===== config.mk =====
export PLATFORM = sky130hd
export DESIGN_NAME = rams_sdp_arbiter
export DESIGN_NICKNAME = d
export VERILOG_FILES = /design/src/rtl/rams_sdp_arb_pkg.sv /design/src/rtl/rr_arb2.sv /design/src/rtl/rams_sdp_arbiter.sv
export SDC_FILE = /design/constraint.sdc
export NUM_CORES = 1
export LEC_CHECK = 0
export CORE_MARGIN = 5
export CORE_UTILIZATION = 52
export CTS_BUF_LIST = sky130_fd_sc_hd__clkbuf_16
export CTS_CLUSTER_SIZE = 30
export DETAILED_ROUTE_END_ITERATION = 10
export DONT_BUFFER_PORTS = 1
export PLACE_DENSITY = 0.69
export SLEW_MARGIN = 10
export SYNTH_ARGS = -nofsm -noshare
export SYNTH_HDL_FRONTEND = slang
export SYNTH_SLANG_ARGS = --single-unit

===== constraint.sdc =====
create_clock -name clk -period 4.03 [get_ports clk]
set_input_delay 1.0075 -clock clk [delete_from_list [all_inputs] [get_ports clk]]
set_output_delay 1.0075 -clock clk [all_outputs]
set_load 0.005 [all_outputs]

===== src/rtl/rams_sdp_arb_pkg.sv =====
// Requester ids and arbiter reset state shared by the SDP RAM arbiter files.
package rams_sdp_arb_pkg;
    localparam logic REQ_M0  = 1'b0;
    localparam logic REQ_M1  = 1'b1;
    localparam logic PTR_RST = REQ_M0;
endpackage


===== src/rtl/rr_arb2.sv =====
// Two-input round-robin arbiter; the pointer names the requester that wins a tie.
module rr_arb2
    import rams_sdp_arb_pkg::*;
(
    input  logic       clk,
    input  logic       rst,
    input  logic [1:0] req,
    output logic [1:0] gnt
);
    logic ptr;

    always_comb begin
        gnt = req;
        if (req[0] && req[1])
            gnt = (ptr == REQ_M0) ? 2'b01 : 2'b10;
    end

    // Priority passes to whoever just lost (or was idle).
    always_ff @(posedge clk or posedge rst) begin
        if (rst)         ptr <= PTR_RST;
        else if (gnt[0]) ptr <= REQ_M1;
        else if (gnt[1]) ptr <= REQ_M0;
    end
endmodule


===== src/rtl/rams_sdp_arbiter.sv =====
// Two-requester front end for a simple-dual-port RAM: write port A and read port B
// are arbitrated independently; same-cycle same-address write/read is bypassed.
module rams_sdp_arbiter
    import rams_sdp_arb_pkg::*;
#(
    parameter int DATA_WIDTH = 32,
    parameter int ADDR_WIDTH = 10
) (
    input  logic                  clk,
    input  logic                  rst,
    input  logic                  m0_req_valid,
    output logic                  m0_req_ready,
    input  logic                  m0_req_we,
    input  logic [ADDR_WIDTH-1:0] m0_req_addr,
    input  logic [DATA_WIDTH-1:0] m0_req_wdata,
    output logic                  m0_rsp_valid,
    output logic [DATA_WIDTH-1:0] m0_rsp_rdata,
    input  logic                  m1_req_valid,
    output logic                  m1_req_ready,
    input  logic                  m1_req_we,
    input  logic [ADDR_WIDTH-1:0] m1_req_addr,
    input  logic [DATA_WIDTH-1:0] m1_req_wdata,
    output logic                  m1_rsp_valid,
    output logic [DATA_WIDTH-1:0] m1_rsp_rdata,
    output logic                  ram_ena,
    output logic                  ram_wea,
    output logic [ADDR_WIDTH-1:0] ram_addra,
    output logic [DATA_WIDTH-1:0] ram_dia,
    output logic                  ram_enb,
    output logic [ADDR_WIDTH-1:0] ram_addrb,
    input  logic [DATA_WIDTH-1:0] ram_dob
);
    logic [1:0]            wreq, rreq, wgnt, rgnt;
    logic                  w_any, r_any, byp_now;
    logic [ADDR_WIDTH-1:0] addra_q, addrb_q;
    logic [DATA_WIDTH-1:0] dia_q;
    logic                  rd_pend, rd_id, byp_hit;
    logic [DATA_WIDTH-1:0] byp_data;

    assign wreq = {m1_req_valid &  m1_req_we, m0_req_valid &  m0_req_we};
    assign rreq = {m1_req_valid & ~m1_req_we, m0_req_valid & ~m0_req_we};

    rr_arb2 u_warb (.clk(clk), .rst(rst), .req(wreq), .gnt(wgnt));
    rr_arb2 u_rarb (.clk(clk), .rst(rst), .req(rreq), .gnt(rgnt));

    assign w_any        = |wgnt;
    assign r_any        = |rgnt;
    assign m0_req_ready = wgnt[0] | rgnt[0];
    assign m1_req_ready = wgnt[1] | rgnt[1];

    // Idle ports replay the last granted address/data so the RAM pins stay quiet.
    always_comb begin
        ram_ena   = w_any;
        ram_wea   = w_any;
        ram_enb   = r_any;
        ram_addra = addra_q;
        ram_dia   = dia_q;
        ram_addrb = addrb_q;
        if (wgnt[0]) begin
            ram_addra = m0_req_addr;
            ram_dia   = m0_req_wdata;
        end else if (wgnt[1]) begin
            ram_addra = m1_req_addr;
            ram_dia   = m1_req_wdata;
        end
        if (rgnt[0])      ram_addrb = m0_req_addr;
        else if (rgnt[1]) ram_addrb = m1_req_addr;
    end

    // The RAM returns pre-write data on a collision, so the new word is kept here.
    assign byp_now = w_any && r_any && (ram_addra == ram_addrb);

    always_ff @(posedge clk or posedge rst) begin
        if (rst) begin
            addra_q  <= '0;
            addrb_q  <= '0;
            dia_q    <= '0;
            rd_pend  <= 1'b0;
            rd_id    <= REQ_M0;
            byp_hit  <= 1'b0;
            byp_data <= '0;
        end else begin
            if (w_any) begin
                addra_q <= ram_addra;
                dia_q   <= ram_dia;
            end
            if (r_any) begin
                addrb_q <= ram_addrb;
                rd_id   <= rgnt[1] ? REQ_M1 : REQ_M0;
            end
            rd_pend <= r_any;
            byp_hit <= byp_now;
            if (byp_now) byp_data <= ram_dia;
        end
    end

    assign m0_rsp_valid = rd_pend && (rd_id == REQ_M0);
    assign m1_rsp_valid = rd_pend && (rd_id == REQ_M1);
    assign m0_rsp_rdata = byp_hit ? byp_data : ram_dob;
    assign m1_rsp_rdata = byp_hit ? byp_data : ram_dob;
endmodule


==> flow_summary.json, run 1 <==
{
  "finalCritPeriodShare_pct": 83.7,
  "cts_made_buffers": 9,
  "clk_pin_slew_ps": 60,
  "placement.io_buffers": 0,
  "fmax_mhz": 296,
  "p_sw_share_pct": 27.6,
  "hp-class": "reg -> reg",
  "dr.pass1.iters": 4,
  "synth_common_cells": "nand2_1 (104), dfrtp_1 (89), buf_4 (35), mux2_2 (35), a22oi_1 (33)",
  "max_slew_margin_pct": 32.0,
  "drcViolationCount": 0,
  "drt-wirelength-per-cell_um": 23.3,
  "crit_path_end_kind": "primary output",
  "max_slew.worst_pin.slew_ps": 1020,
  "fin_nets": 535,
  "p_clk_share_pct": 36.9,
  "synthesis.nets": 573,
  "clock_sinks": 89,
  "post-route-util_pct": 54.7,
  "start_util_pct": 53.2,
  "worst_ep_required_time_ps": 3020,
  "post_cts_resized": 0,
  "crit_fanout": 19,
  "fill_cells": 803,
  "crit_type": "in -> out",
  "vias": 3333,
  "num_rows": 35,
  "yosysTopAreaCellShare_pct": 45.5,
  "antenna_found_initial": 0,
  "htree_levels": 3,
  "clk_latency_ps": 330,
  "cp.arrival_ps": 2370,
  "async_flop_share_pct": 100,
  "viasPerCell": 6.30,
  "n_antenna_cell": 0,
  "drive_gt1_share_pct": 25.6,
  "dp_slack_ps": 316,
  "io_pins": 245,
  "critPathSlowestCell": "nor2_4",
  "worstPathCellList": "and3_1 > nor2_4 > buf_4 > a22oi_1 > nand2_1",
  "seq_power_share_pct": 45.6,
  "slew_violations": 0,
  "post_cts_buffers": 0,
  "synth_seq_cells": 89,
  "drv_cap": 0,
  "synth_area_um2": 4890,
  "timing.final.ws_setup_ps": 657,
  "die_area_um2": 11500,
  "ys_warn_count": 0,
  "clk_path_buf_depth": 2,
  "critical-path-top-delay-family": "simple AND/OR/NAND/NOR gates",
  "grt_use_total_pct": 21.2,
  "crit_buf_inv": 1,
  "final.setup.tns_ps": 0,
  "hold_viol_final": 0,
  "grt_pass1_wl_mm": 18.7,
  "die_width_um": 107,
  "wirelength_mm": 12.3,
  "p_comb_share_pct": 17.5,
  "syn2layout_area_growth_pct": 2.81,
  "clock_skew_ps": 7.59,
  "power_density_nw_per_um2": 442,
  "yosysMostFrequentCell": "nand2_1",
  "period_needed_ps": 3370,
  "cts_tree": "yes",
  "ant_nets": 0,
  "power_switching_uw": 612,
  "synth_edf_count": 0,
  "critPathMaxStageDelay_ps": 430,
  "synth_area_per_cell_um2": 10.9,
  "intPower_mw": 1.61,
  "grt_max_degree": 59,
  "hpwl_mm": 9.33,
  "grt_pass1_vias": 3481,
  "setup_violations": 0,
  "die_h_um": 107,
  "dr.first_iter.drc_count": 190,
  "status": "complete, no violations",
  "cts_root_buf": "clkbuf_16",
  "ir_worst_vdd_mv": 0.195,
  "synth_cell_types": 36,
  "gp_congestion": 0.875,
  "grt_overflow": 0,
  "rsz0062_at_grt": "false",
  "postSynthCellCount": 451,
  "synth-main-ff-cell": "dfrtp_1",
  "critPathLaunchType": "primary input",
  "fp.coreArea_um2": 9200,
  "synth_top_cell_by_area": "dfrtp_1",
  "power_leakage_nw": 2.52,
  "synth_area_leaders": "dfrtp_1 (46%), mux2_4 (8.9%), mux2_2 (8.1%)",
  "cts-hold-fix-buffers": 0,
  "synth_seq_area_share_pct": 45.5
}
## metal layers
layer  share of wire (%)  vias up  wire length, µm  track usage [%]
met1                  40     1645             4890             25.9
li1                    -     1500                -                -
met5                   0        -                0                0
met2                  50      171             6200             36.2
met4                 1.4        0              173             6.48
met3                 8.6       17             1060             6.20
## kinds of logic (layout without fill, tap and decap cells)
| logic type | count (synthesis) | after routing | share of synthesized area (%) |
|---|---|---|---|
| multiplexers | 64 | 64 | 17.0 |
| AND/OR/NAND/NOR | 138 | 138 | 12.4 |
| XOR/XNOR | 10 | 10 | 1.79 |
| flip-flops | 89 | 89 | 45.5 |
| buffers and inverters | 72 | 39 | 9.28 |
| AO/OA/AOI/OAI | 78 | 78 | 14.1 |
## layout make-up
type                       count  area (µm²)  share of cell area [%]
multi-input combinational    290        2230                    44.4
sequential                    89        2230                    44.3
clock buffer                   9         225                    4.48
tap                          111         139                    2.76
timing repair buffer          13        97.6                    1.94
clock inverter                 7        71.3                    1.42
inverter                      10        38.8                   0.771
## registers in the layout, indices dropped and copies added, names as in the netlist
name and count:
dia_q 32, byp_data 32, rd_id 1, byp_hit 1, u_warb.ptr 1, addrb_q 10, u_rarb.ptr 1, rd_pend 1
addra_q 10
## path summary, 6_finish.rpt
check	start	endpoint	slack (ps)	depth (start not counted)
min in group asynchronous	rst	byp_data[22]$_DFFE_PP0P_	760	1
max in group asynchronous	rst	addra_q[5]$_DFFE_PP0P_	2420	2
max reg2reg	u_rarb.ptr$_DFFE_PP0N_	byp_data[11]$_DFFE_PP0P_	940	8
min reg2reg	dia_q[3]$_DFFE_PP0P_	dia_q[3]$_DFFE_PP0P_	460	2
min	dia_q[3]$_DFFE_PP0P_	dia_q[3]$_DFFE_PP0P_	460	2
max	m1_req_we	ram_dia[2]	660	5
## power by group through the flow
stage / combinational [mW] / sequential [mW] / clock [mW]
after CTS: 0.395 / 1.01 / 0.842
after detailed placement: 0.395 / 1.03 / 0
after global routing: 0.435 / 1.02 / 0.887
after floorplan: 0.333 / 1.02 / 0
final: 0.389 / 1.01 / 0.820
after global placement: 0.387 / 1.03 / 0
## worst reg2reg max path, cell delays in order, from the launching register on
cell	delay, ps
dfrtp_1	410
and3b_1	250
nor2_1	630
a221o_1	330
xnor2_1	130
nand4_1	110
or3_2	520
buf_4	270
mux2_4	340
## cell usage in the layout (no fill, tap or decap), drive strengths merged
cell type	count
a221o	26
inv	11
and2	3
nor2b	2
nor3	3
nor3b	3
clkinvlp	3
or3	2
a31oi	1
o21a	1
clkinv	2
xnor2	8
a22oi	33
xor2	2
clkbuf	9
nand4	2
dfrtp	89
o21bai	1
and3b	1
or2	1
buf	13
nand3	1
mux2	64
bufinv	1
o221a	10
nand2	104
a21oi	2
a222oi	2
and3	7
o21ai	2
nand2b	6
nor2	3
## through the flow
| stage | hold slack (ps) | cells | power [mW] | area [µm²] |
|---|---|---|---|---|
| 4_1_cts | 466 | 529 | 2.25 | 5030 |
| 5_1_grt | 485 | 529 | 2.34 | 5030 |
| 2_1_floorplan | 433 | 451 | 1.35 | 4890 |
| 3_5_place_dp | 450 | 513 | 1.42 | 4730 |
| 6_report | 458 | 529 | 2.22 | 5030 |
| 3_3_place_gp | 443 | 513 | 1.41 | 4730 |
Note: power is estimated with default switching activity, not from simulation.
==> run 2: changes to the inputs <==
PLACE_DENSITY = 0.72   (was 0.69)
clock period = 3 ns   (was 4.03 ns; I/O delays follow)
==> run 2 against run 1 <==
  * First-iteration DRC count is 0.53% lower
  * Largest cell class unchanged
  * Highest routed layer is now met5
  * Sequential share of layout area is 2.9 points lower
  * Non-clock buffer count is 42 higher
  * Cell count is 7.9% higher
  * Setup slack worse by 510 ps
  * Critical endpoint is now byp_data[14]$_DFFE_PP0P_
==> flow_summary.json, run 2 (synthesis gave the netlist of run 1 again) <==
{
  "rsz0062_at_grt": "false",
  "cts_made_buffers": 9,
  "final_cell_mix": "nand2_1 (104), dfrtp_1 (89), buf_4 (51), mux2_2 (35), a22oi_1 (32)",
  "clock_skew_ps": 10.2,
  "fin_nets": 577,
  "drt-wirelength-per-cell_um": 21.9,
  "dr.pass1.iters": 5,
  "placed_area_um2": 5100,
  "setup_violations": 0,
  "timing.final.ws_setup_ps": 152,
  "fp.coreArea_um2": 9200,
  "gp_congestion": 0.852,
  "critPathMaxStageDelay_ps": 550,
  "grt_use_total_pct": 21.7,
  "r2r-end": "byp_data[14]$_DFFE_PP0P_",
  "n_antenna_cell": 0,
  "critical-path-top-delay-family": "simple AND/OR/NAND/NOR gates",
  "hp-class": "in -> async",
  "r2r_start": "u_rarb.ptr$_DFFE_PP0N_",
  "finalNonFillerCells": 571,
  "crit_type": "reg -> reg",
  "finalCritPeriodShare_pct": 94.9,
  "period_needed_ps": 2850,
  "placement.io_buffers": 0,
  "grt_overflow": 0,
  "clock_sinks": 89,
  "ir_worst_vdd_mv": 0.299,
  "crit_fanout": 18,
  "crit_buf_inv": 3,
  "cts_root_buf": "clkbuf_16",
  "grt_max_degree": 90,
  "hold_viol_final": 0,
  "die_width_um": 107,
  "die_area_um2": 11500,
  "clk_pin_slew_ps": 70,
  "grt_pass1_vias": 3680,
  "power_leakage_nw": 2.73,
  "max_slew.worst_pin.slew_ps": 485,
  "wirelength_mm": 12.5,
  "vias": 3489,
  "ff2ff_setup_slack_ps": 150,
  "start_util_pct": 53.2,
  "clk_path_buf_depth": 2,
  "ff2ff_path_depth": 10,
  "cpMostUsedCell": "buf_4",
  "syn2layout_area_growth_pct": 9.92,
  "crit_start": "u_rarb.ptr$_DFFE_PP0N_",
  "crit_path_end_kind": "register",
  "grt_pass1_wl_mm": 19.5,
  "clk_latency_ps": 330,
  "worst_ep_required_time_ps": 3210,
  "num_rows": 35,
  "drcViolationCount": 0,
  "dp.cells": 555,
  "crit_cells": 10,
  "critPathLaunchType": "register",
  "final_area_um2": 5380,
  "final_common_cell": "nand2_1",
  "cts_tree": "yes",
  "drive_gt1_share_pct": 32.8,
  "max_slew_margin_pct": 67.7,
  "htree_levels": 3,
  "fmax_mhz": 351,
  "viasPerCell": 6.11,
  "antenna_found_initial": 1,
  "ant_nets": 0,
  "dp_slack_ps": -251,
  "power_density_nw_per_um2": 559,
  "die_h_um": 107,
  "cp.arrival_ps": 3060,
  "slew_violations": 0,
  "reg_top3": "byp_data: 32 flops, dia_q: 32 flops",
  "post-route-util_pct": 58.5,
  "drv_cap": 0,
  "status": "complete, no violations",
  "io_pins": 245,
  "critPathSlowestCell": "or3_2",
  "worstPathCellList": "and3b_1 > buf_4 > buf_4 > nor3_1 > a221o_1 > xnor2_1 > nand4_1 > or3_2 > buf_12 > mux2_4",
  "hpwl_mm": 9.62,
  "dr.first_iter.drc_count": 189,
  "crit_end": "byp_data[14]$_DFFE_PP0P_"
}
[run 2: timing repair]
| action | 4_1_cts | 5_1_grt |
|---|---|---|
| hold buffers | 0 | 0 |
| hold endpoints to repair | 0 | 0 |
| buffers inserted | 0 | 0 |
| setup endpoints to repair | 0 | 32 |
| gates resized for setup | 0 | 2 |
[run 2: cell type report]
class	instances	area (µm²)
repair buffers	55	463
inverters	10	41.3
clock buffers	9	225
well taps	111	139
multi-input cells	290	2240
clock inverters	7	47.5
flip-flops and latches	89	2230
fillers	803	3820
[run 2: through the flow]
step | power, mW | hold slack, ps | TNS, ps
after floorplan | 1.82 | 433 | -251
after global placement | 1.99 | 443 | -5050
after detailed placement | 2.01 | 450 | -7480
after CTS | 3.04 | 439 | 0
after global routing | 3.17 | 466 | 0
final | 3.01 | 406 | 0
[run 2: power breakdown]
group / internal, mW / switching (mW) / leakage, nW / total (mW)
registers: 1.32 / 0.0435 / 1.14 / 1.36
clock network: 0.560 / 0.463 / 0.127 / 1.02
logic: 0.284 / 0.341 / 1.47 / 0.625
total: 2.16 / 0.847 / 2.73 / 3.01
[run 2: how the worst min path moves through the flow]
stage	start	to
final	rst	addra_q[8]$_DFFE_PP0P_
after global routing	rst	byp_data[24]$_DFFE_PP0P_
after CTS	rst	byp_data[24]$_DFFE_PP0P_
after detailed placement	dia_q[6]$_DFFE_PP0P_	dia_q[6]$_DFFE_PP0P_
after global placement	dia_q[9]$_DFFE_PP0P_	dia_q[9]$_DFFE_PP0P_
after floorplan	dia_q[0]$_DFFE_PP0P_	dia_q[0]$_DFFE_PP0P_
[run 2: routing by layer]
metal	vias up	global-route usage (%)	share of wire, %
li1	1585	-	-
met1	1726	26.0	39
met2	162	37.0	50
met3	14	8.07	9.9
met4	2	5.48	0.98
met5	-	0	0.080
==> run 3: changes to the inputs <==
REMOVE_ABC_BUFFERS = 1   (was unset)
==> run 3 against run 2 <==
  * Sequential share of layout area is 0.097 points higher
  * Sequential power about the same
  * Largest power group unchanged
  * Non-clock buffer count is 4 lower
  * Highest routed layer is now met4
  * Critical endpoint is now byp_data[22]$_DFFE_PP0P_
  * Clock power up 18%
  * Die area stayed put
  * Cell count fell by 0.70%
  * Clock-buffer cell count unchanged
==> flow_summary.json, run 3 (synthesis gave the netlist of run 1 again) <==
{
  "dr.first_iter.drc_count": 173,
  "hold_viol_final": 0,
  "cts_made_buffers": 9,
  "drive_gt1_share_pct": 32.2,
  "grt_pass1_wl_mm": 19.3,
  "die_area_um2": 11500,
  "period_needed_ps": 2870,
  "power_density_nw_per_um2": 590,
  "cp.arrival_ps": 3080,
  "hp-class": "in -> async",
  "regArea_um2": 2230,
  "max_slew_margin_pct": 67.2,
  "status": "complete, no violations",
  "syn2layout_area_growth_pct": 9.67,
  "finalCritPeriodShare_pct": 95.7,
  "htree_levels": 3,
  "io_pins": 245,
  "fin_nets": 573,
  "fmax_mhz": 348,
  "grt_use_total_pct": 21.3,
  "multi_input_area_um2": 2230,
  "grt_max_degree": 90,
  "fill_cells": 788,
  "rsz0062_at_grt": "false",
  "setup_violations": 0,
  "drcViolationCount": 0,
  "start_util_pct": 53.2,
  "ff2ff_path_depth": 8,
  "antenna_found_initial": 0,
  "clk_latency_ps": 330,
  "hpwl_mm": 9.33,
  "clock_skew_ps": 9.80,
  "post_cts_resized": 0,
  "crit_fanout": 33,
  "n_antenna_cell": 0,
  "fp.coreArea_um2": 9200,
  "post_cts_buffers": 0,
  "vias": 3449,
  "timing.final.ws_setup_ps": 129,
  "r2r_start": "u_warb.ptr$_DFFE_PP0P_",
  "ir_worst_vdd_mv": 0.304,
  "cts_tree": "yes",
  "clk_path_buf_depth": 2,
  "crit_type": "in -> reg",
  "ant_nets": 0,
  "critPathLaunchType": "primary input",
  "wirelength_mm": 12.5,
  "dp_slack_ps": -213,
  "slew_violations": 0,
  "final_common_cell": "nand2_1",
  "dr.pass1.iters": 4,
  "drv_cap": 0,
  "grt_pass1_vias": 3675,
  "crit_start": "m0_req_we",
  "crit_path_end_kind": "register",
  "clock_sinks": 89,
  "dp.cells": 551,
  "clk_pin_slew_ps": 60,
  "die_width_um": 107,
  "cts_root_buf": "clkbuf_16",
  "worst_ep_required_time_ps": 3210,
  "r2r-end": "byp_data[22]$_DFFE_PP0P_",
  "drt-wirelength-per-cell_um": 22.0,
  "ff2ff_setup_slack_ps": 220,
  "gp_congestion": 0.841,
  "finalNonFillerCells": 567,
  "final_cell_mix": "nand2_1 (104), dfrtp_1 (89), buf_4 (49), mux2_2 (35), a22oi_1 (32)",
  "power_leakage_nw": 2.73,
  "num_rows": 35,
  "placement.io_buffers": 0,
  "cts-hold-fix-buffers": 0,
  "grt_overflow": 0,
  "die_h_um": 107,
  "reg_top3": "byp_data: 32 flops, dia_q: 32 flops",
  "max_slew.worst_pin.slew_ps": 492,
  "viasPerCell": 6.08,
  "post-route-util_pct": 58.4
}
## run 3: routing by layer
layer	up-vias	GRT usage [%]	part of all wire (%)
li1	1574	-	-
met1	1684	25.8	41
met2	180	36.7	50
met3	11	6.86	8.8
met4	0	5.02	0.85
met5	-	0	0
## run 3: through the flow
step / area (µm²) / hold slack, ps / total power, mW / TNS [ps]
2_1_floorplan: 4480 / 433 / 1.77 / -93100
3_3_place_gp: 5040 / 443 / 1.98 / -4600
3_5_place_dp: 5040 / 449 / 2.00 / -6320
4_1_cts: 5360 / 417 / 3.20 / 0
5_1_grt: 5370 / 447 / 3.33 / 0
6_report: 5370 / 392 / 3.17 / 0
## run 3: worst max path at each step
| stage | depth (start not counted) | slack, ps | to |
|---|---|---|---|
| after floorplan | 6 | -1890 | byp_data[2]$_DFFE_PP0P_ |
| after global placement | 8 | -150 | byp_data[10]$_DFFE_PP0P_ |
| after detailed placement | 8 | -210 | byp_data[31]$_DFFE_PP0P_ |
| after CTS | 8 | 120 | byp_data[31]$_DFFE_PP0P_ |
| after global routing | 8 | 60 | byp_data[9]$_DFFE_PP0P_ |
| final | 8 | 130 | byp_data[22]$_DFFE_PP0P_ |
## run 3: report_power, final
| group | switching (mW) | internal (mW) |
|---|---|---|
| logic | 0.338 | 0.274 |
| registers | 0.0431 | 1.32 |
| clock network | 0.466 | 0.730 |
| total | 0.847 | 2.32 |
## run 3: worst max-delay path: stages
cell      delay [ps]
nand2b_4         140
o21a_1           340
a221o_1          450
xnor2_1          200
nand4_1          120
or3_2            500
buf_12           200
mux2_4           330
## run 3: cell type report
| cell class | instances | area share [%] |
|---|---|---|
| Timing Repair Buffer | 51 | 7.60 |
| Sequential cell | 89 | 41.5 |
| Inverter | 10 | 0.723 |
| Tap cell | 111 | 2.59 |
| Clock buffer | 9 | 4.20 |
| Clock inverter | 7 | 1.75 |
| Multi-Input combinational cell | 290 | 41.6 |
